**config.mk**
```make
export PLATFORM = sky130hd
export DESIGN_NAME = sync_w2r_bin_flat
export DESIGN_NICKNAME = d
export VERILOG_FILES = /design/src/rtl/sync_w2r_bin_if.sv /design/src/rtl/sync_w2r_bin.sv /design/src/flat_wrapper.sv
export SDC_FILE = /design/constraint.sdc
export NUM_CORES = 1
export LEC_CHECK = 0
export ABC_CLOCK_PERIOD_IN_PS = 4270
export CAP_MARGIN = 20
export CORE_MARGIN = 5
export CORE_UTILIZATION = 50
export CTS_CLUSTER_SIZE = 24
export DETAILED_ROUTE_END_ITERATION = 10
export HOLD_SLACK_MARGIN = 0.1
export PLACE_DENSITY = 0.92
export RECOVER_POWER = 25
export SLEW_MARGIN = 10
export SYNTH_ARGS = -nofsm -noshare
export SYNTH_HDL_FRONTEND = slang
export SYNTH_SLANG_ARGS = --single-unit
```
**constraint.sdc**
```tcl
create_clock -name rclk -period 4.27 [get_ports rclk]
set_input_delay 0.854 -clock rclk [delete_from_list [all_inputs] [get_ports rclk]]
set_output_delay 0.854 -clock rclk [all_outputs]
set_load 0.005 [all_outputs]
```
**src/rtl/sync_w2r_bin_if.sv**
```systemverilog
// ---------------------------------------------------------------------------
// sync_w2r_bin_if
//   Signal bundle between the write-pointer synchronizer and its read-domain
//   consumers (empty-flag and occupancy logic).
//
//   Parameter
//     ADDRSIZE   FIFO address width; pointers are ADDRSIZE+1 bits wide.
//                Must match the ADDRSIZE of the sync_w2r_bin instance.
//
//   Signals
//     wptr       Gray-coded write pointer, asynchronous to the read clock
//     err_clr    clears the sticky overrun flag (read-clock domain)
//     rq_wptr    synchronized Gray write pointer
//     rq_wbin    registered binary write pointer
//     rq_wdelta  positions advanced since the previous rq_wbin
//     rq_wupd    one-cycle strobe, high when rq_wdelta is nonzero
//     gray_err   sticky overrun flag
//
//   Modports
//     master     the side that supplies wptr/err_clr and consumes results
//     slave      the synchronizer itself
// ---------------------------------------------------------------------------
interface sync_w2r_bin_if #(
  parameter int ADDRSIZE = 6
);
  logic [ADDRSIZE:0] wptr;
  logic              err_clr;
  logic [ADDRSIZE:0] rq_wptr;
  logic [ADDRSIZE:0] rq_wbin;
  logic [ADDRSIZE:0] rq_wdelta;
  logic              rq_wupd;
  logic              gray_err;

  modport master (
    output wptr,
    output err_clr,
    input  rq_wptr,
    input  rq_wbin,
    input  rq_wdelta,
    input  rq_wupd,
    input  gray_err
  );

  modport slave (
    input  wptr,
    input  err_clr,
    output rq_wptr,
    output rq_wbin,
    output rq_wdelta,
    output rq_wupd,
    output gray_err
  );
endinterface

```
**src/rtl/sync_w2r_bin.sv**
```systemverilog
// ---------------------------------------------------------------------------
// sync_w2r_bin
//   Carries the Gray-coded FIFO write pointer into the read clock domain
//   through a flop chain, converts it to binary and registers it together
//   with the advance since the previous sample, an update strobe and an
//   optional sticky overrun flag.
//
//   Parameters
//     ADDRSIZE     FIFO address width (pointer width ADDRSIZE+1, depth
//                  2^ADDRSIZE)
//     SYNC_STAGES  number of synchronizer flops, 2..4
//
//   Ports
//     rclk         read-domain clock, the only clock of the block
//     rrst_n       synchronous active-low reset; clears every register
//     bus          sync_w2r_bin_if slave modport:
//                    wptr (in), err_clr (in), rq_wptr, rq_wbin,
//                    rq_wdelta, rq_wupd, gray_err (out)
//
//   Build option
//     SYNC_W2R_OVERRUN_CHECK_EN  when defined, a delta larger than the FIFO
//                  depth sets the sticky gray_err flag, cleared by err_clr
//                  (a set on the same edge wins). When undefined, gray_err
//                  is tied to 0 and err_clr is ignored.
//
//   Latency: wptr -> rq_wptr is SYNC_STAGES edges; wptr -> rq_wbin,
//   rq_wdelta, rq_wupd, gray_err is SYNC_STAGES+1 edges. All outputs are
//   registered.
// ---------------------------------------------------------------------------
module sync_w2r_bin #(
  parameter int ADDRSIZE    = 6,
  parameter int SYNC_STAGES = 2
) (
  input  logic           rclk,
  input  logic           rrst_n,
  sync_w2r_bin_if.slave  bus
);

  localparam int PW = ADDRSIZE + 1;
  // Largest legal advance between two samples: one full FIFO depth.
  localparam logic [PW-1:0] DEPTH = PW'(1) << ADDRSIZE;

  generate
    if (SYNC_STAGES < 2 || SYNC_STAGES > 4) begin : g_bad_stages
      $error("sync_w2r_bin: SYNC_STAGES must be in 2..4");
    end
  endgenerate

  // Gray to binary: each binary bit is the XOR of all Gray bits at or
  // above it.
  function automatic logic [PW-1:0] g2b(input logic [PW-1:0] g);
    logic [PW-1:0] b;
    b[PW-1] = g[PW-1];
    for (int i = PW - 2; i >= 0; i--) begin
      b[i] = b[i+1] ^ g[i];
    end
    return b;
  endfunction

  // -------------------------------------------------------------------------
  // Synchronizer chain: plain flop-to-flop, no logic between stages.
  // -------------------------------------------------------------------------
  logic [PW-1:0] sync_q [SYNC_STAGES];

  always_ff @(posedge rclk) begin
    if (!rrst_n) begin
      for (int i = 0; i < SYNC_STAGES; i++) begin
        sync_q[i] <= '0;
      end
    end else begin
      sync_q[0] <= bus.wptr;
      for (int i = 1; i < SYNC_STAGES; i++) begin
        sync_q[i] <= sync_q[i-1];
      end
    end
  end

  assign bus.rq_wptr = sync_q[SYNC_STAGES-1];

  // -------------------------------------------------------------------------
  // Conversion stage: binary pointer, advance and strobe load together.
  // -------------------------------------------------------------------------
  logic [PW-1:0] wbin_d,   wbin_q;
  logic [PW-1:0] wdelta_d, wdelta_q;
  logic          wupd_d,   wupd_q;

  always_comb begin
    wbin_d   = g2b(sync_q[SYNC_STAGES-1]);
    // Modular subtraction handles pointer wrap; the pointer never moves
    // backwards so the result is always a forward advance.
    wdelta_d = wbin_d - wbin_q;
    wupd_d   = (wbin_d != wbin_q);
  end

  always_ff @(posedge rclk) begin
    if (!rrst_n) begin
      wbin_q   <= '0;
      wdelta_q <= '0;
      wupd_q   <= 1'b0;
    end else begin
      wbin_q   <= wbin_d;
      wdelta_q <= wdelta_d;
      wupd_q   <= wupd_d;
    end
  end

  assign bus.rq_wbin   = wbin_q;
  assign bus.rq_wdelta = wdelta_q;
  assign bus.rq_wupd   = wupd_q;

`ifdef SYNC_W2R_OVERRUN_CHECK_EN
  // -------------------------------------------------------------------------
  // Overrun flag: loads on the same edge as the delta it judges.
  // -------------------------------------------------------------------------
  logic ovr_d;
  logic gray_err_d, gray_err_q;

  always_comb begin
    ovr_d      = (wdelta_d > DEPTH);
    // Set takes priority over a simultaneous clear.
    gray_err_d = ovr_d | (gray_err_q & ~bus.err_clr);
  end

  always_ff @(posedge rclk) begin
    if (!rrst_n) begin
      gray_err_q <= 1'b0;
    end else begin
      gray_err_q <= gray_err_d;
    end
  end

  assign bus.gray_err = gray_err_q;
`else
  logic unused_err_clr;
  logic [PW-1:0] unused_depth;

  assign unused_err_clr = bus.err_clr;
  assign unused_depth   = DEPTH;
  assign bus.gray_err   = 1'b0;
`endif

endmodule

```
**src/flat_wrapper.sv**
```systemverilog
// flat-port wrapper written by rule: the top's interface ports become plain ports
module sync_w2r_bin_flat 
#(
  parameter int ADDRSIZE    = 6,
  parameter int SYNC_STAGES = 2
)
  (rclk, rrst_n, bus_wptr, bus_err_clr, bus_rq_wptr, bus_rq_wbin, bus_rq_wdelta, bus_rq_wupd, bus_gray_err);
  sync_w2r_bin_if #(.ADDRSIZE(ADDRSIZE)) bus_i ();
  input  logic rclk;
  input  logic rrst_n;
  input wire logic [$bits(bus_i.wptr)-1:0] bus_wptr;
  input wire logic [$bits(bus_i.err_clr)-1:0] bus_err_clr;
  output wire logic [$bits(bus_i.rq_wptr)-1:0] bus_rq_wptr;
  output wire logic [$bits(bus_i.rq_wbin)-1:0] bus_rq_wbin;
  output wire logic [$bits(bus_i.rq_wdelta)-1:0] bus_rq_wdelta;
  output wire logic [$bits(bus_i.rq_wupd)-1:0] bus_rq_wupd;
  output wire logic [$bits(bus_i.gray_err)-1:0] bus_gray_err;
  assign bus_i.wptr = bus_wptr;
  assign bus_i.err_clr = bus_err_clr;
  assign bus_rq_wptr = bus_i.rq_wptr;
  assign bus_rq_wbin = bus_i.rq_wbin;
  assign bus_rq_wdelta = bus_i.rq_wdelta;
  assign bus_rq_wupd = bus_i.rq_wupd;
  assign bus_gray_err = bus_i.gray_err;
  sync_w2r_bin #(.ADDRSIZE(ADDRSIZE), .SYNC_STAGES(SYNC_STAGES)) u_core (.rclk(rclk), .rrst_n(rrst_n), .bus(bus_i));
endmodule
```
==> impl_metrics.tcl, run 1 <==
set metrics [dict create \
    vias 878 \
    hold_viol 0 \
    drv_slew 0 \
    status "finished, final reports clean" \
    synth_area_um2 1240 \
    cp_top_family "XOR/XNOR gates" \
    wl_um 2070 \
    ys.flop_type "dfxtp_1" \
    cts_root_buf "clkbuf_4" \
    yosys.cell_types.count 31 \
    die_h_um 59.8 \
    tns_ps 0 \
    grt_pass1_vias 829 \
    min_period_ps 2870 \
    grt_usage_pct 13.1 \
    worstSkewPairLatency_ps 320 \
    postCtsSetupRepairBufs 0 \
    row_count 18 \
    htree_num_levels 2 \
    netlist_instances 121 \
    fin_skew_ps 10.2 \
    worst-setup-path-type "flop to flop" \
    cp-end-kind "flop" \
    grt_max_degree 30 \
    async_flop_share_pct 0 \
    fmax_ghz 0.348 \
    p_leak_nw 0.613 \
    drc 0 \
    cp_data_required_time_ps 4480 \
    worst_pin_slew_ps 769 \
    vias_per_cell 4.93 \
    numCtsBuffers 5 \
    core_um2 2430 \
    min_period_over_period_pct 67.3 \
    antenna_found_initial 0 \
    yosysWarnings 0 \
    drtIter0Drc 30 \
    ir_drop_mv 0.259 \
    hpwl_um 1590 \
    worst_ep_arrival_time_ps 3080 \
    crit_path_max_incr_delay_ps 450 \
    grt-ovfl-total 0 \
    ios 33 \
    nNetsFinal 164 \
    numPortBuffers 30 \
    synth-seq-cells 29 \
    path_buf_inv 1 \
    final_core_util_pct 63.9 \
    power.density_nw_per_um2 420 \
    grt_pass1_wl_um 3430 \
    start_util_pct 51.0 \
    critical_path.max_fanout 5 \
    slew_headroom_pct 48.5 \
    post_drt_wl_per_cell_um 11.6 \
    start_kind "flop" \
    worstHoldStart "u_core.sync_q[0][4]" \
    worstSetupStartpoint "u_core.sync_q[0][13]" \
    ys_seq_area_share_pct 46.8 \
    cts_buffer_depth 2 \
    gp_congestion 0.766 \
    r2r-start "u_core.sync_q[0][13]" \
    hold_ws_ps 438 \
    synth-edff-count 0 \
    antenna_left 0 \
    fill_cells 206 \
    clock-sinks 29 \
    hp-class "flop to flop" \
    cp_slowest_cell "xnor3_2" \
    syn_avg_cell_area_um2 10.2 \
    cts_tree "yes" \
    clkTransAtPathRegs_ps 90 \
    path_cells "xnor2_1 > inv_2 > xnor3_2 > xor2_4 > xnor2_1 > ha_1 > fa_1 > nor2b_1 > o21a_1 > o21a_1 > o211ai_1" \
    setup_viol 0 \
    maxCapViolations 0 \
    fin_total_pwr_mw 0.654 \
    cts_hold_buf 0 \
    post_cts_resized 0 \
    rsz0062_at_grt "false" \
    fp.dieW_um 59.8 \
    insertedDiodeCount 0 \
    synth.net_count 138 \
    first_pass_iters 4 \
    final_cell_mix "29 x clkdlybuf4s50_1, 29 x dfxtp_1, 15 x and2_1" \
    synthToLayoutAreaGrowth_pct 25.4 \
    layout-drive-gt1-share_pct 7.43 \
    dieArea_um2 3580 \
]
[flip-flops by register name, summed over array words and instances, names as in the netlist]
register	flops
u_core.bus.rq_wbin	7
u_core.bus.rq_wdelta	7
u_core.bus.rq_wupd	1
u_core.sync_q	14
[cells in the mapped netlist (all sizes together), types with 3 or more instances]
library cell / n / area [um^2]
nor2: 5 / 18.8
dfxtp: 29 / 581
xnor2: 6 / 52.6
nor3: 6 / 30.0
nor2b: 4 / 25.0
ha: 6 / 75.1
o211ai: 3 / 22.5
and2: 19 / 123
clkbuf: 3 / 11.3
o21a: 4 / 30.0
inv: 8 / 30.0
buf: 8 / 60.1
[report_power, final]
group,switching [mW],internal [mW],leakage (nW)
Combinational,0.0828,0.109,0.346
Clock,0.0833,0.0654,0.0265
Sequential,0.0112,0.302,0.240
Total,0.177,0.476,0.613
[path summary, 6_finish.rpt]
kind                                   to  slack [ps]  cells past startpoint
setup / recovery  u_core.bus.rq_wdelta[6]        1400                     11
hold / removal       u_core.sync_q[0][11]         440                      1
setup reg to reg  u_core.bus.rq_wdelta[6]        1400                     11
hold reg to reg      u_core.sync_q[0][11]         440                      1
[logic make-up after synthesis]
kind of cell	Yosys count	share of synthesized area, %
adder cells (fa/ha/maj)	7	7.67
other	1	0.302
XOR/XNOR	8	8.38
AO/OA/AOI/OAI	12	7.27
buffers and inverters	20	8.48
flip-flops	29	46.8
multiplexers	1	0.807
AND/OR/NAND/NOR	43	20.3
[metal layers]
layer / track usage [%] / vias up / wire [um] / part of all wire [%]
li1: - / 446 / - / -
met1: 13.7 / 388 / 832 / 40
met2: 22.2 / 40 / 1010 / 49
met3: 6.26 / 4 / 185 / 9.0
met4: 5.70 / 0 / 34 / 1.6
met5: 0 / - / 0 / 0
[worst reg2reg max path, delay by kind of cell, from the launching register on]
family          cells  cell delay [ps]
compound gates      3              440
xor+xnor            4             1110
fa+ha+maj           2              600
buf+inv             1              110
flops               1              350
simple gates        1              180
[per-stage QoR]
step | std cells | setup WS (ps) | cell area [um^2]
global placement | 170 | 1250 | 1510
CTS | 178 | 1370 | 1560
floorplan | 121 | 1620 | 1240
finish | 178 | 1400 | 1560
detailed placement | 170 | 1220 | 1510
global route | 178 | 1230 | 1560
[layout make-up]
class                   instances  area, um^2  share of cell area (%)
multi-input cells              72         554                    35.6
clock buffers                   8        48.8                    3.14
inverters                       9        33.8                    2.17
flip-flops and latches         29         581                    37.3
well taps                      30        37.5                    2.41
repair buffers                 30         300                    19.3
No activity file was read; power rests on OpenSTA's default activity.
==> inputs of run 2 (changes only) <==
ABC_CLOCK_PERIOD_IN_PS = 2800   (was 4270)
CORE_UTILIZATION = 47   (was 50)
PLACE_DENSITY = 0.88   (was 0.92)
clock period = 2.8 ns   (was 4.27 ns; I/O delays follow)
==> run 2 against run 1 <==
  * Clock-buffer cell count down 1
  * Register-to-register slack worse by 1200 ps
  * Critical path type unchanged
  * Flip-flop and latch count unchanged
  * Largest power group unchanged
  * Via count up 6.3%
  * Non-clock buffer count up 6
  * Sequential power up 52%
  * Global-route usage down 0.45 points
==> impl_metrics.tcl, run 2 (same netlist as run 1, synthesis figures left out) <==
set metrics [dict create \
    layout-drive-gt1-share_pct 13.6 \
    setup_viol 0 \
    min_period_over_period_pct 93.8 \
    synthToLayoutAreaGrowth_pct 31.3 \
    fmax_ghz 0.381 \
    critical_path.max_fanout 3 \
    gp_congestion 0.795 \
    grt_pass1_wl_um 3370 \
    clkTransAtPathRegs_ps 90 \
    antenna_found_initial 0 \
    wl_um 2220 \
    drc 0 \
    final_core_util_pct 65.1 \
    grt_usage_pct 12.7 \
    tns_ps 0 \
    fin_skew_ps 7.20 \
    worst_ep_arrival_time_ps 2830 \
    fin_total_pwr_mw 1.08 \
    power.density_nw_per_um2 662 \
    cp_data_required_time_ps 3000 \
    final_cell_mix "29 x clkdlybuf4s50_1, 29 x dfxtp_1, 16 x and2_1" \
    core_um2 2500 \
    cts_root_buf "clkbuf_4" \
    largest_reg_flops 14 \
    dieArea_um2 3770 \
    drv_slew 0 \
    p_leak_nw 0.659 \
    insertedDiodeCount 0 \
    fp.dieW_um 61.4 \
    clock-sinks 29 \
    rsz0062_at_grt "false" \
    post_drt_wl_per_cell_um 12.1 \
    worst-setup-path-type "flop to flop" \
    numCtsBuffers 5 \
    htree_num_levels 2 \
    cp-end-kind "flop" \
    die_h_um 61.4 \
    maxCapViolations 0 \
    worstSkewPairLatency_ps 320 \
    nNetsFinal 170 \
    hold_viol 0 \
    min_period_ps 2630 \
    grt_pass1_vias 825 \
    hp-class "flop to flop" \
    antenna_left 0 \
    cts_hold_buf 0 \
    drtIter0Drc 21 \
    largest-register "u_core.sync_q" \
    cts_tree "yes" \
    grt-ovfl-total 0 \
    first_pass_iters 4 \
    vias_per_cell 5.07 \
    vias 933 \
    ir_drop_mv 0.455 \
    hpwl_um 1650 \
    cts_buffer_depth 2 \
    start_kind "flop" \
    grt_max_degree 29 \
    status "finished, final reports clean" \
    numPortBuffers 30 \
    worst_pin_slew_ps 881 \
    row_count 18 \
    slew_headroom_pct 41.3 \
    ios 33 \
    start_util_pct 49.6 \
]
==> run 2: where the power goes <==
| group | internal (mW) | leakage [nW] | total (mW) | switching, mW |
|---|---|---|---|---|
| Clock | 0.145 | 0.0413 | 0.282 | 0.136 |
| Combinational | 0.182 | 0.377 | 0.318 | 0.136 |
| Sequential | 0.460 | 0.240 | 0.477 | 0.0174 |
| Total | 0.787 | 0.659 | 1.08 | 0.290 |
==> run 2: stage by stage <==
stage               hold slack [ps]  std cells  setup WS (ps)  area (um^2)
floorplan                       412        121            155         1240
global placement                414        174            174         1540
detailed placement              420        174            106         1540
CTS                             440        182           85.7         1610
global route                    454        184           19.1         1630
finish                          442        184            173         1630
==> run 2: cell type report <==
type	count	area [um^2]
repair buffers	36	342
clock inverters	1	5.00
multi-input cells	72	564
fillers	208	872
flip-flops and latches	29	581
clock buffers	7	65.1
well taps	30	37.5
inverters	9	33.8
==> run 2: per-layer routing <==
| metal | routed length, um | share of wire, % | track usage (%) | vias to the layer above |
|---|---|---|---|---|
| li1 | - | - | - | 456 |
| met1 | 817 | 37 | 12.8 | 433 |
| met2 | 1140 | 52 | 22.5 | 42 |
| met3 | 237 | 11 | 5.03 | 2 |
| met4 | 19 | 0.86 | 6.36 | 0 |
| met5 | 0 | 0 | 0 | - |
==> run 2: critical path, cell delays in order, from the launching register on <==
cell,delay (ps)
dfxtp_1,340
xnor2_2,180
inv_2,60
xnor3_2,420
xor2_4,180
xnor2_1,130
ha_1,210
fa_1,410
nor2b_2,140
o21a_1,180
o21a_1,160
o211ai_1,100
==> run 2: worst paths after layout <==
check                  startpoint  cells after the start  slack [ps]                      end
min           u_core.sync_q[0][2]                      1         440      u_core.sync_q[0][9]
min reg2reg   u_core.sync_q[0][2]                      1         440      u_core.sync_q[0][9]
max          u_core.sync_q[0][13]                     11         170  u_core.bus.rq_wdelta[6]
max reg2reg  u_core.sync_q[0][13]                     11         170  u_core.bus.rq_wdelta[6]
==> run 2: what timing repair did <==
item                                    4_1_cts  5_1_grt
setup buffers                                 0        2
gates resized for setup                       0        2
endpoints found under the setup margin        0        2
==> inputs of run 3 (changes only) <==
RECOVER_POWER = not set   (was 25)
==> run 3 against run 2 <==
  * Combinational power hardly changed
  * Largest cell class unchanged
  * Sequential share of layout area is 0.082 points lower
  * Clock power hardly changed
==> impl_metrics.tcl, run 3 (same netlist as run 1, synthesis figures left out) <==
set metrics [dict create \
    status "finished, final reports clean" \
    core_um2 2500 \
    worst-setup-path-type "flop to flop" \
    rsz0062_at_grt "false" \
    crit_path_max_incr_delay_ps 420 \
    drc 0 \
    path_buf_inv 1 \
    cp_slowest_cell "xnor3_2" \
    numPortBuffers 30 \
    clkTransAtPathRegs_ps 90 \
    post_drt_wl_per_cell_um 12.1 \
    tns_ps 0 \
    register_area_um2 581 \
    nNetsFinal 170 \
    numCtsBuffers 5 \
    ios 33 \
    row_count 18 \
    path_cells "xnor2_2 > inv_2 > xnor3_2 > xor2_4 > xnor2_1 > ha_1 > fa_1 > nor2b_2 > o21a_1 > o21a_1 > o211ai_1" \
    cp_top_family "XOR/XNOR gates" \
    ir_drop_mv 0.455 \
    hpwl_um 1650 \
    clock-sinks 29 \
    grt-busiest-layer "met2" \
    cts_tree "yes" \
    vias 931 \
    fin_skew_ps 7.20 \
    hp-class "flop to flop" \
    final_cell_mix "30 x clkdlybuf4s50_1, 29 x dfxtp_1, 16 x and2_1" \
    grt_util_met2_pct 22.5 \
    wl_um 2220 \
    final_core_util_pct 65.3 \
    start_kind "flop" \
    largest-register "u_core.sync_q" \
    vias_per_cell 5.06 \
    htree_num_levels 2 \
    largest_reg_flops 14 \
    fill_cells 209 \
    grt_usage_pct 12.7 \
    worstSkewPairLatency_ps 320 \
    p_leak_nw 0.662 \
    maxCapViolations 0 \
    cts_buffer_depth 2 \
    antenna_left 0 \
    antenna_found_initial 0 \
    gp_congestion 0.795 \
    cp_data_required_time_ps 3000 \
    cp-end-kind "flop" \
    cts_root_buf "clkbuf_4" \
    fmax_ghz 0.381 \
    multi_input_area_um2 564 \
    first_pass_iters 4 \
    layout_commonest_cell "clkdlybuf4s50_1" \
    grt_pass1_wl_um 3370 \
    drv_slew 0 \
    place_area_um2 1540 \
    min_period_over_period_pct 93.8 \
    grt_pass1_vias 825 \
    fin_total_pwr_mw 1.08 \
    grt-ovfl-total 0 \
    insertedDiodeCount 0 \
    start_util_pct 49.6 \
    dieArea_um2 3770 \
    hold_viol 0 \
    drtIter0Drc 21 \
    die_h_um 61.4 \
    grtUsageMet1_pct 12.8 \
    synthToLayoutAreaGrowth_pct 31.6 \
    critical_path.max_fanout 3 \
    setup_viol 0 \
    grt_max_degree 29 \
    cpMostUsedCell "o21a_1" \
    min_period_ps 2630 \
    fp.dieW_um 61.4 \
    worst_ep_arrival_time_ps 2830 \
    power.density_nw_per_um2 661 \
    fin_area_um2 1630 \
    layout-drive-gt1-share_pct 14.3 \
    grtUsageMet3_pct 5.03 \
]
==> run 3: power breakdown <==
group | switching, mW | internal, mW | total, mW
combinational | 0.136 | 0.183 | 0.319
clock | 0.136 | 0.145 | 0.282
sequential | 0.0174 | 0.460 | 0.477
==> run 3: final cells by class <==
cell class / instances / share of cell area (%)
Clock inverter: 1 / 0.307
Sequential cell: 29 / 35.6
Clock buffer: 7 / 3.99
Inverter: 9 / 2.07
Timing Repair Buffer: 36 / 21.2
Tap cell: 30 / 2.30
Multi-Input combinational cell: 72 / 34.6
==> run 3: final timing paths <==
check                            start                 endpoint  slack [ps]  cells past startpoint
setup / recovery  u_core.sync_q[0][13]  u_core.bus.rq_wdelta[6]         170                     11
hold reg to reg    u_core.sync_q[0][2]      u_core.sync_q[0][9]         440                      1
setup reg to reg  u_core.sync_q[0][13]  u_core.bus.rq_wdelta[6]         170                     11
hold / removal     u_core.sync_q[0][2]      u_core.sync_q[0][9]         440                      1
==> run 3: per-stage QoR <==
stage,instances,hold WS [ps],setup slack (ps)
after floorplan,121,412,155
after global placement,174,414,174
after detailed placement,174,420,106
after CTS,182,440,85.7
after global routing,184,454,19.5
final,184,442,173
==> run 3: layer usage <==
| metal | vias up | part of all wire, % |
|---|---|---|
| met3 | 2 | 11 |
| met1 | 434 | 37 |
| met2 | 40 | 52 |
| met5 | - | 0 |
| met4 | 0 | 0.86 |
| li1 | 455 | - |
==> run 3: timing repair <==
action	4_1_cts	5_1_grt
gates resized for setup	0	2
buffers inserted	0	2
endpoints found under the setup margin	0	2
hold buffers	0	0
